==> config.mk <==
export PLATFORM = sky130hd
export DESIGN_NAME = car_mode_ctrl
export DESIGN_NICKNAME = d
export VERILOG_FILES = /design/src/rtl/car_pkg.sv /design/src/rtl/hold_counter.sv /design/src/rtl/car_mode_ctrl.sv
export SDC_FILE = /design/constraint.sdc
export NUM_CORES = 1
export LEC_CHECK = 0
export CAP_MARGIN = 20
export CORE_MARGIN = 4
export CORE_UTILIZATION = 49
export DETAILED_ROUTE_END_ITERATION = 8
export GPL_ROUTABILITY_DRIVEN = 1
export PLACE_DENSITY = 0.76
export SLEW_MARGIN = 5
export SYNTH_ARGS = -nofsm -noshare
export SYNTH_HDL_FRONTEND = slang
export SYNTH_SLANG_ARGS = --single-unit
==> constraint.sdc <==
create_clock -name clk -period 1.7 [get_ports clk]
set_input_delay 0.17 -clock clk [delete_from_list [all_inputs] [get_ports clk]]
set_output_delay 0.17 -clock clk [all_outputs]
set_load 0.005 [all_outputs]
==> src/rtl/car_pkg.sv <==
// Shared encodings for the car drive controller: start-state codes, mode codes and FSM states.
// Pure definitions, no timing or flow control.
package car_pkg;

    localparam logic [1:0] ST_OFF         = 2'b00;
    localparam logic [1:0] ST_NOT_STARTED = 2'b01;
    localparam logic [1:0] ST_STARTED     = 2'b10;
    localparam logic [1:0] ST_MOVING      = 2'b11;

    localparam logic [1:0] MODE_NONE = 2'b00;
    localparam logic [1:0] MODE_MAN  = 2'b01;
    localparam logic [1:0] MODE_SEMI = 2'b10;
    localparam logic [1:0] MODE_AUTO = 2'b11;

    typedef enum logic [2:0] {
        S_OFF,
        S_IDLE,
        S_MAN,
        S_SEMI,
        S_AUTO
    } fsm_state_t;

    function automatic logic [1:0] mode_of(input fsm_state_t s);
        case (s)
            S_MAN:   return MODE_MAN;
            S_SEMI:  return MODE_SEMI;
            S_AUTO:  return MODE_AUTO;
            default: return MODE_NONE;
        endcase
    endfunction

    // Opposing requests cancel each other: {a_out, b_out}.
    function automatic logic [1:0] pair_mask(input logic a, input logic b);
        return {a & ~b, b & ~a};
    endfunction

endpackage

==> src/rtl/hold_counter.sv <==
// Counts consecutive cycles of `level`; emits a one-cycle registered `done` on the CYCLES-th high sample.
// Any low sample or `clear` restarts from zero; the count saturates and never wraps.
module hold_counter #(
    parameter int CYCLES = 4
) (
    input  logic clk,
    input  logic rst,
    input  logic clear,
    input  logic level,
    output logic done
);

    localparam int W = $clog2(CYCLES + 1);
    localparam logic [W-1:0] LAST = W'(CYCLES - 1);
    localparam logic [W-1:0] SAT  = W'(CYCLES);

    logic [W-1:0] count;

    always_ff @(posedge clk or posedge rst) begin
        if (rst) begin
            count <= '0;
            done  <= 1'b0;
        end else begin
            done <= 1'b0;
            if (clear || !level) begin
                count <= '0;
            end else if (count == LAST) begin
                count <= '0;
                done  <= 1'b1;
            end else if (count != SAT) begin
                count <= count + 1'b1;
            end
        end
    end

endmodule

==> src/rtl/car_mode_ctrl.sv <==
// Power sequencing, start-state register and arbitration of one motion output set between three drivers.
// All outputs registered, one cycle from inputs; a mode switch waits until the granted driver can let go.
module car_mode_ctrl
    import car_pkg::*;
#(
    parameter int PWR_HOLD_CYCLES = 100_000_000
) (
    input  logic       clk,
    input  logic       rst,
    input  logic       power_on_btn,
    input  logic       power_off_btn,
    input  logic [1:0] mode_sel,
    input  logic [1:0] man_state_next,
    input  logic       man_break,
    input  logic       man_fwd,
    input  logic       man_bwd,
    input  logic       man_left,
    input  logic       man_right,
    input  logic       semi_fwd,
    input  logic       semi_bwd,
    input  logic       semi_left,
    input  logic       semi_right,
    input  logic       semi_busy,
    input  logic       auto_fwd,
    input  logic       auto_bwd,
    input  logic       auto_left,
    input  logic       auto_right,
    input  logic       auto_busy,
    output logic [1:0] state_cur,
    output logic       man_enable,
    output logic       semi_enable,
    output logic       auto_enable,
    output logic       power_led,
    output logic       move_forward,
    output logic       move_backward,
    output logic       turn_left,
    output logic       turn_right,
    output logic [1:0] mode_active
);

    fsm_state_t state, state_nx;
    logic [1:0] state_cur_nx;
    logic [3:0] req;
    logic [3:0] move_nx;
    logic       pwr_done;
    logic       rearmed;

    // A button still held when power drops must be released before it can count again.
    hold_counter #(.CYCLES(PWR_HOLD_CYCLES)) u_hold (
        .clk   (clk),
        .rst   (rst),
        .clear (state != S_OFF),
        .level (power_on_btn & rearmed),
        .done  (pwr_done)
    );

    always_ff @(posedge clk or posedge rst) begin
        if (rst) begin
            rearmed <= 1'b1;
        end else if (!power_on_btn) begin
            rearmed <= 1'b1;
        end else if (state != S_OFF && state_nx == S_OFF) begin
            rearmed <= 1'b0;
        end
    end

    always_comb begin
        state_nx     = state;
        state_cur_nx = state_cur;
        case (state)
            S_OFF: begin
                if (pwr_done) begin
                    state_nx     = S_IDLE;
                    state_cur_nx = ST_NOT_STARTED;
                end
            end
            S_IDLE: begin
                case (mode_sel)
                    MODE_MAN:  state_nx = S_MAN;
                    MODE_SEMI: state_nx = S_SEMI;
                    MODE_AUTO: state_nx = S_AUTO;
                    default:   state_nx = S_IDLE;
                endcase
                if (mode_sel != MODE_NONE) state_cur_nx = ST_NOT_STARTED;
            end
            S_MAN: begin
                state_cur_nx = man_state_next;
                if (man_break) begin
                    state_nx = S_OFF;
                end else if (mode_sel != MODE_MAN && state_cur == ST_NOT_STARTED) begin
                    state_nx     = S_IDLE;
                    state_cur_nx = state_cur;
                end
            end
            S_SEMI: if (mode_sel != MODE_SEMI && !semi_busy) state_nx = S_IDLE;
            S_AUTO: if (mode_sel != MODE_AUTO && !auto_busy) state_nx = S_IDLE;
            default: state_nx = S_OFF;
        endcase
        if (state != S_OFF && power_off_btn) state_nx = S_OFF;
        if (state_nx == S_OFF) state_cur_nx = ST_OFF;
    end

    always_comb begin
        req = 4'b0000;
        case (state_nx)
            S_MAN:   req = {man_fwd, man_bwd, man_left, man_right};
            S_SEMI:  req = {semi_fwd, semi_bwd, semi_left, semi_right};
            S_AUTO:  req = {auto_fwd, auto_bwd, auto_left, auto_right};
            default: req = 4'b0000;
        endcase
        move_nx = {pair_mask(req[3], req[2]), pair_mask(req[1], req[0])};
    end

    always_ff @(posedge clk or posedge rst) begin
        if (rst) begin
            state         <= S_OFF;
            state_cur     <= ST_OFF;
            man_enable    <= 1'b0;
            semi_enable   <= 1'b0;
            auto_enable   <= 1'b0;
            power_led     <= 1'b0;
            move_forward  <= 1'b0;
            move_backward <= 1'b0;
            turn_left     <= 1'b0;
            turn_right    <= 1'b0;
            mode_active   <= MODE_NONE;
        end else begin
            state         <= state_nx;
            state_cur     <= state_cur_nx;
            man_enable    <= (state_nx == S_MAN);
            semi_enable   <= (state_nx == S_SEMI);
            auto_enable   <= (state_nx == S_AUTO);
            power_led     <= (state_nx != S_OFF);
            {move_forward, move_backward, turn_left, turn_right} <= move_nx;
            mode_active   <= mode_of(state_nx);
        end
    end

endmodule

# ---- Yosys cells after proc, flatten, opt, wreduce, memory -nomap -nowiden
# Cells that the tools add are included.
dict set report word_totals {
  input_bits 23
  reg_bits 44
}
dict set report classes {
  bitwise 9
  n_mux 23
  add_sub_neg 1
  reduce_logical 17
  eq_ne 20
}
# operator count
set op_table {}
lappend op_table {{2-to-1 mux 27 bit} 3}
lappend op_table {{adder 27 x 1 -> 27 bit, second input constant} 1}
lappend op_table {{equality test 27 bit, second input constant} 1}
lappend op_table {{!= test 27 bit, second input constant} 1}
lappend op_table {{2-to-1 mux 3 bit} 6}
lappend op_table {{case mux 3 bit (5 select lines)} 1}
lappend op_table {{equality test 3 x 2 -> 1 bit, second input constant} 4}
lappend op_table {{case mux 2 bit (3 select lines)} 2}
lappend op_table {{case mux 4 bit (3 select lines)} 1}
lappend op_table {{2-to-1 mux 2 bit} 5}
lappend op_table {{case mux 3 bit (3 select lines)} 1}
lappend op_table {{nonzero test 3 bit} 3}
lappend op_table {{equality test 3 bit, second input constant} 2}
lappend op_table {{zero test 3 bit} 2}
lappend op_table {{bitwise AND 1 bit} 5}
lappend op_table {{logical AND 1 bit} 5}
lappend op_table {{equality test 2 x 1 -> 1 bit, second input constant} 2}
lappend op_table {{equality test 2 bit, second input constant} 2}
lappend op_table {{2-to-1 mux 1 bit} 4}
lappend op_table {{!= test 2 x 1 -> 1 bit, second input constant} 2}
lappend op_table {{!= test 2 bit, second input constant} 2}
lappend op_table {{!= test 4 bit, second input constant} 1}
lappend op_table {{inverter 1 bit} 4}
lappend op_table {{AND reduction 4 bit} 1}
lappend op_table {{7 further kinds} 9}

# ---- Depth between registers and ports, before layout
# Gate-level depths: netlist (run 1).
dict set report depth {
  ltp_word 10
  depth_mapped 8
}

# ---- Hierarchy
# A second synthesis (run 1) with hierarchy kept.
dict set report hier_totals {
  hier_cells 265
  hier_area_um2 2528.7
}
# module area_per_inst_um2 cells_per_inst instances
set by_module_without_submodules {}
lappend by_module_without_submodules {hold_counter 1559.0 167 1}
lappend by_module_without_submodules {car_mode_ctrl 969.7 98 1}

# ---- Least setup slack after synthesis (run 1)
# Ideal clock, no wire load.
dict set report synth_path {
  path_kind {reg-to-reg}
  from {register state_cur[1]}
  to {register move_backward}
  arrival_time_ps 1697
  n_path_buf 0
  synth_period_minus_slack_ps 1827
  required_time_ps 1570
  slack_ps -127
  path_stages_with_launch 6
  cell_sequence {dfrtp_1 -> or3b_2 -> or3_1 -> o2111ai_2 -> mux2i_1 -> o32ai_1}
}
dict set report synth_via {
  elab_chain_len 10
  elab_cells_between_ends 12
  cone_classes {4 x eq/ne; 5 x mux; 2 x bitwise; 1 x reduce/logical}
}
# item line
set synth_rtl {}
lappend synth_rtl {{start, declared} car_mode_ctrl.sv:29} ;# output logic [1:0] state_cur,
lappend synth_rtl {{start signal, assigned} car_mode_ctrl.sv:129} ;# state_cur <= state_cur_nx;
lappend synth_rtl {{equality test 2 x 1 -> 1 bit *} car_mode_ctrl.sv:90} ;# end else if (mode_sel != MODE_MAN && state_cur == ST_NOT_STARTED) begin
lappend synth_rtl {{logical AND 1 bit *} car_mode_ctrl.sv:90}
lappend synth_rtl {{2-to-1 mux 3 bit *} car_mode_ctrl.sv:90}
lappend synth_rtl {{2-to-1 mux 3 bit *} car_mode_ctrl.sv:88} ;# if (man_break) begin
lappend synth_rtl {{case mux 3 bit (5 select lines) *} car_mode_ctrl.sv:70} ;# case (state)
lappend synth_rtl {{2-to-1 mux 3 bit *} car_mode_ctrl.sv:99} ;# if (state != S_OFF && power_off_btn) state_nx = S_OFF;
lappend synth_rtl {{equality test 3 bit or equality test 3 x 2 -> 1 bit (tied branches)} car_mode_ctrl.sv:105} ;# case (state_nx)
lappend synth_rtl {{case mux 4 bit (3 select lines) *} car_mode_ctrl.sv:105}
lappend synth_rtl {{inverter 1 bit} car_pkg.sv:34} ;# return {a & ~b, b & ~a};
lappend synth_rtl {{bitwise AND 1 bit *} car_pkg.sv:34}
lappend synth_rtl {{named net move_nx[2]} car_mode_ctrl.sv:44} ;# logic [3:0] move_nx;
lappend synth_rtl {{end signal, assigned} car_mode_ctrl.sv:134} ;# {move_forward, move_backward, turn_left, turn_right} <= move_nx;
lappend synth_rtl {{end, declared} car_mode_ctrl.sv:35} ;# output logic move_backward,
# The timed path passes the listed nets; every way through them passes the cells marked *.
# A chain may end at the register's enable or synchronous reset.

# ---- Worst setup path in the final report (run 1)
dict set report layout_path {
  from {register u_hold.count[9]}
  to {register u_hold.count[21]}
}
dict set report layout_via {
  elab_chain_len 4
  elab_cells_between_ends 7
  cone_classes {1 x add/sub; 2 x eq/ne; 3 x mux; 1 x reduce/logical}
}
# item line
set layout_rtl {}
lappend layout_rtl {{start, declared} hold_counter.sv:17} ;# logic [W-1:0] count;
lappend layout_rtl {{start signal, assigned} hold_counter.sv:31} ;# count <= count + 1'b1;
lappend layout_rtl {{adder 27 x 1 -> 27 bit} hold_counter.sv:31}
lappend layout_rtl {{2-to-1 mux 27 bit} hold_counter.sv:30} ;# end else if (count != SAT) begin
lappend layout_rtl {{2-to-1 mux 27 bit} hold_counter.sv:27} ;# end else if (count == LAST) begin
lappend layout_rtl {{2-to-1 mux 27 bit} hold_counter.sv:25} ;# if (clear || !level) begin
# Several ways; a longest one is shown, not always the timed one. The select of a mux whose other input is x is not followed.

==> flow_metrics.tcl, run 1 <==
set metrics [dict create \
    synth_area_leaders "dfrtp_1 44%, xor2_1 7.2%, nor2_1 6.6%, nand3_1 3.9%, ha_1 3.6%" \
    die-area_um2 6150 \
    grt_pass1_wl_um 9540 \
    rows 25 \
    drtAntennaViolNets 0 \
    clkSinkCount 44 \
    max_freq_mhz 538 \
    p_leak_uw 0.00149 \
    period_needed_ns 1.86 \
    synth_common_cells "43 x dfrtp_1, 43 x nor2_1, 20 x xor2_1" \
    worst_pin_slew_ns 0.676 \
    antenna_found_initial 0 \
    fin_ws_ns -0.158 \
    ys_seq_area_share_pct 45.4 \
    seq_area_um2 1100 \
    yosysTopAreaCell "dfrtp_1" \
    required_ns 1.89 \
    irDropWorstVdd_v 0.000657 \
    ios 35 \
    violations "setup timing" \
    start_kind "register" \
    postSynthCellCount 256 \
    drive_above_1_share_pct 22.1 \
    grt_overflow 0 \
    routabilityCongestion 0.787 \
    status "complete, but fails checks" \
    port_buffers 34 \
    grt_max_degree 27 \
    placed_area_um2 3110 \
    root_buffer "clkbuf_8" \
    synth.distinct_cells 49 \
    arrival_ns 2.05 \
    avgSynthCellArea_um2 9.49 \
    slew_violations 0 \
    num-nets-final 364 \
    startpoint "u_hold.count[9]$_DFFE_PP0P_" \
    cap_violations 0 \
    htreeDepth 2 \
    r2r_start "u_hold.count[9]$_DFFE_PP0P_" \
    multi_input_area_um2 1280 \
    finalCritPeriodShare_pct 109 \
    coreArea_um2 4750 \
    synth_area_um2 2430 \
    pwr_density_cell_nw_per_um2 842 \
    num-fill-cells 362 \
    worst-path-max-fanout 26 \
    postCtsHoldBufs 0 \
    wirelength_um 5550 \
    start_util_pct 51.1 \
    clkTransAtPathRegs_ns 0.08 \
    die_x_um 78.4 \
    routedWlPerCell_um 13.8 \
    slew_headroom_pct 54.7 \
    hpwlAfterDp_um 4080 \
    timing.hold.ws_ns 0.197 \
    grt_use_total_pct 19.4 \
    grt_pass1_vias 2135 \
    num_antenna_cells 0 \
    clkLatencyLatePin_ns 0.30 \
    first_iter_violations 112 \
    clock-skew-final_ns 0.00540 \
    crit_path_end_kind "register" \
    syn_to_final_growth_pct 38.0 \
    cts_tree "built" \
    vias 2095 \
    setup.worst_path.class "reg2reg" \
    final_core_util_pct 70.5 \
    viasPerCell 5.21 \
    clk_path_buf_depth 2 \
    synth_top_area_share_pct 44.3 \
    yosys_warnings 0 \
    cts_buffers 5 \
    hold_violations 0 \
    synth-async-reset-ratio_pct 100 \
    dieHeight_um 78.4 \
    design_area_um2 3350 \
    setup-violations-final 33 \
    synth_edf_count 0 \
    drcViolationCount 0 \
    drtPass1Iterations 4 \
    rsz0062_at_grt "true" \
    hold_class "in2async" \
    synth_nets 286 \
    ys_ff_latch 44 \
    ys.flop_type "dfrtp_1" \
]
layout make-up:
class / instances / area share, %
clock buffers: 5 / 2.05
well taps: 67 / 2.50
clock inverters: 3 / 1.27
multi-input cells: 187 / 38.1
flip-flops and latches: 44 / 32.9
inverters: 17 / 1.90
repair buffers: 79 / 21.2
routing by layer:
layer  global-route usage (%)  vias to the layer above  wire length, um
li1                         -                     1041                -
met1                     25.0                      986             2430
met2                     32.7                       63             2690
met3                     4.01                        5              367
met4                     6.64                        0               58
met5                        0                        -                0
kinds of logic after synthesis:
logic type	count (synthesis)	synth area share, %
xor+xnor	23	8.29
buf+inv	25	4.69
compound gates	23	7.47
simple gates	129	28.5
mux	5	2.06
fa+ha+maj	7	3.60
flops	44	45.4
critical path: stages, from the launching register on:
cell and delay (ns):
dfrtp_1 0.39, or4b_4 0.56, nor4_4 0.24, nand3_1 0.16
nand2b_1 0.15, buf_12 0.18, nor2_1 0.06
path summary, 6_finish.rpt:
kind                                                     end  depth (start not counted)  slack (ns)
max in group asynchronous        u_hold.count[8]$_DFFE_PP0P_                          3        0.98
worst max register to register  u_hold.count[21]$_DFFE_PP0P_                          6       -0.16
worst min register to register           rearmed$_DFFE_PP1P_                          2        0.52
worst min-delay path             u_hold.count[1]$_DFFE_PP0P_                          2        0.20
min in group clk                     move_backward$_DFF_PP0_                          3        0.46
worst max-delay path            u_hold.count[21]$_DFFE_PP0P_                          6       -0.16
per-stage QoR:
stage	instances	power, uW	setup TNS [ns]	setup slack, ns
after floorplan	256	1630	-0.239	-0.0124
after global placement	383	1920	-8.70	-0.540
after detailed placement	383	1930	-9.24	-0.587
after CTS	397	2760	-3.98	-0.154
after global routing	402	2980	-7.31	-0.270
final	402	2820	-4.14	-0.158
what timing repair did:
action	4_1_cts	5_1_grt
gates cloned	0	0
setup endpoints to repair	39	37
buffers inserted	6	5
gates resized for setup	8	10
pin swaps	7	5
cell usage in the layout (no fill, tap or decap), types with 3 or more instances in the layout:
| master | netlist | layout |
|---|---|---|
| o32ai_1 | 4 | 4 |
| mux2i_1 | 5 | 5 |
| nand2b_1 | 5 | 5 |
| nor3_1 | 4 | 3 |
| and3_1 | 5 | 5 |
| nand4_1 | 11 | 11 |
| dfrtp_1 | 43 | 41 |
| nor4_1 | 3 | 3 |
| clkbuf_8 | 0 | 5 |
| buf_4 | 1 | 40 |
| nor2_1 | 43 | 43 |
| xor2_1 | 20 | 20 |
| xnor2_1 | 3 | 3 |
| buf_6 | 2 | 3 |
| a21oi_1 | 3 | 3 |
| nand3_1 | 19 | 18 |
| clkdlybuf4s50_1 | 0 | 32 |
| ha_1 | 7 | 6 |
| nor2b_1 | 11 | 10 |
| inv_1 | 17 | 16 |
| nand2_1 | 12 | 10 |
flip-flops by register name, summed over array words and instances, names as in the netlist, 2 cells and up:
register,cells
mode_active,2
state,3
state_cur,2
u_hold.count,27
where the power goes:
| group | internal, uW | switching (uW) |
|---|---|---|
| clock | 435 | 355 |
| sequential | 1130 | 63.1 |
| combinational | 439 | 404 |
| total | 2000 | 823 |
Power figures use the tool's default switching activity.
==> run 2: changes to the inputs <==
--- a/config.mk
+++ b/config.mk
@@ -6,6 +6,7 @@
 export NUM_CORES = 1
 export LEC_CHECK = 0
 export CAP_MARGIN = 20
+export CORE_ASPECT_RATIO = 0.7
 export CORE_MARGIN = 4
 export CORE_UTILIZATION = 49
 export DETAILED_ROUTE_END_ITERATION = 8
==> flow_metrics.tcl, run 2 (same netlist as run 1, synthesis figures left out) <==
set metrics [dict create \
    coreArea_um2 4780 \
    setup-violations-final 34 \
    htreeDepth 2 \
    met3_usage_pct 4.18 \
    first_iter_violations 131 \
    busiest_layer "met2" \
    required_ns 1.89 \
    clkSinkCount 44 \
    die_x_um 92.2 \
    max_freq_mhz 521 \
    slew_headroom_pct 68.0 \
    placed_area_um2 3100 \
    num_antenna_cells 0 \
    wirelength_um 5630 \
    dieHeight_um 66.9 \
    hold_violations 0 \
    period_needed_ns 1.92 \
    irDropWorstVdd_v 0.000437 \
    drcViolationCount 0 \
    routedWlPerCell_um 14.2 \
    violations "setup timing" \
    vias 2115 \
    seqPwrFrac_pct 40.2 \
    grt_pass1_vias 1990 \
    hold_class "in2async" \
    p_sw_share_pct 29.5 \
    cp_slowest_stage_delay_ns 0.55 \
    largest_register_ffs 27 \
    largest_register "u_hold.count" \
    start_kind "register" \
    hpwlAfterDp_um 3950 \
    crit_chain "or4b_4 > nor4_4 > nand3_2 > nand2b_4 > clkbuf_16 > nor2_2" \
    finalCritPeriodShare_pct 113 \
    top_regs "u_hold.count (27), state (3)" \
    clkLatencyLatePin_ns 0.29 \
    pwr_density_cell_nw_per_um2 867 \
    crit_path_end_kind "register" \
    intPower_uw 2070 \
    root_buffer "clkbuf_8" \
    ios 35 \
    slew_violations 0 \
    viasPerCell 5.33 \
    crit_slowest_cell "or4b_4" \
    antenna_found_initial 0 \
    dp_slack_ns -0.656 \
    p_leak_uw 0.00148 \
    clock-skew-final_ns 0.00344 \
    grt_use_total_pct 18.8 \
    rsz0062_at_grt "true" \
    clkTransAtPathRegs_ns 0.08 \
    pwr-share-comb_pct 31.4 \
    setup.worst_path.class "reg2reg" \
    worst_pin_slew_ns 0.473 \
    fin_ws_ns -0.220 \
    die-area_um2 6170 \
    grt_max_degree 37 \
    layout_commonest_cell "dfrtp_1" \
    drive_above_1_share_pct 24.4 \
    drtAntennaViolNets 0 \
    cts_buffers 5 \
    syn_to_final_growth_pct 39.4 \
    layout_common_cells "42 x dfrtp_1, 33 x nor2_1, 32 x clkdlybuf4s50_1, 32 x buf_4, 20 x xor2_1" \
    num-nets-final 357 \
    cts_tree "built" \
    clk_path_buf_depth 2 \
    status "complete, but fails checks" \
    cap_violations 0 \
    routabilityCongestion 0.837 \
    rows 21 \
    start_util_pct 50.8 \
    port_buffers 34 \
    drtPass1Iterations 4 \
    arrival_ns 2.10 \
    met2_usage_pct 29.0 \
    grt_use_met1_pct 26.5 \
    grt_pass1_wl_um 9230 \
    worst-path-max-fanout 7 \
    design_area_um2 3390 \
    clkPwrFrac_pct 28.4 \
    postCtsHoldBufs 0 \
    p_switching_uw 865 \
    grt_overflow 0 \
]
==> run 2: layout make-up <==
type                            count  area (um^2)
Clock inverter                      2         38.8
Sequential cell                    44         1100
Timing Repair Buffer               72          677
Clock buffer                        6         82.6
Multi-Input combinational cell    187         1340
Fill cell                         388         1390
Inverter                           17         63.8
Tap cell                           69         86.3
==> run 2: timing repair <==
| action | CTS | global route |
|---|---|---|
| endpoints found under the setup margin | 39 | 37 |
| cloned | 0 | 2 |
| setup buffers | 4 | 1 |
| pin swaps | 4 | 3 |
| gates resized for setup | 9 | 22 |
==> run 2: routing by layer <==
layer	routed length, um	vias to the layer above	part of all wire (%)
met5	0	-	0
met4	58	0	1.0
met3	303	9	5.4
met2	2510	62	45
met1	2760	1012	49
li1	-	1032	-
==> run 2: power by group through the flow <==
stage               registers (uW)  clock network [uW]  logic [uW]
finish                        1180                 834         923
global route                  1190                 893        1010
CTS                           1180                 853         785
detailed placement            1200                   0         751
global placement              1200                   0         728
floorplan                     1200                   0         435
==> run 2: worst max-delay path, delay by kind of cell (launching register included) <==
family | cells | cell delay [ns]
DFF | 1 | 0.41
and+or+nand+nor | 5 | 1.22
buffers and inverters | 1 | 0.18
==> run 2: worst paths after layout <==
path	from	end	slack (ns)	cells after the start
hold / removal	rst	power_led$_DFF_PP0_	0.11	2
setup / recovery	u_hold.count[9]$_DFFE_PP0P_	u_hold.count[0]$_DFFE_PP0P_	-0.22	6
hold reg to reg	rearmed$_DFFE_PP1P_	rearmed$_DFFE_PP1P_	0.53	2
max in group asynchronous	rst	rearmed$_DFFE_PP1P_	1.08	3
min in group clk	power_on_btn	rearmed$_DFFE_PP1P_	0.47	2
setup reg to reg	u_hold.count[9]$_DFFE_PP0P_	u_hold.count[0]$_DFFE_PP0P_	-0.22	6
==> run 2: stage by stage <==
| step | utilization, % | hold slack (ns) | instances | TNS [ns] | total power (uW) |
|---|---|---|---|---|---|
| after floorplan | - | 0.233 | 256 | -0.239 | 1630 |
| after global placement | 64.8 | 0.421 | 383 | -8.98 | 1930 |
| after detailed placement | 64.8 | 0.425 | 383 | -10.53 | 1950 |
| after CTS | 68.5 | 0.112 | 395 | -4.22 | 2820 |
| after global routing | 70.9 | 0.121 | 397 | -8.01 | 3100 |
| final | 70.9 | 0.107 | 397 | -5.89 | 2940 |
==> run 3: changes to the inputs <==
--- a/config.mk
+++ b/config.mk
@@ -5,6 +5,7 @@
 export SDC_FILE = /design/constraint.sdc
 export NUM_CORES = 1
 export LEC_CHECK = 0
+export ABC_CLOCK_PERIOD_IN_PS = 1700
 export CAP_MARGIN = 20
 export CORE_ASPECT_RATIO = 0.7
 export CORE_MARGIN = 4
==> results of run 3 <==
Final layout, timing and power as in run 2 (identical DEF).
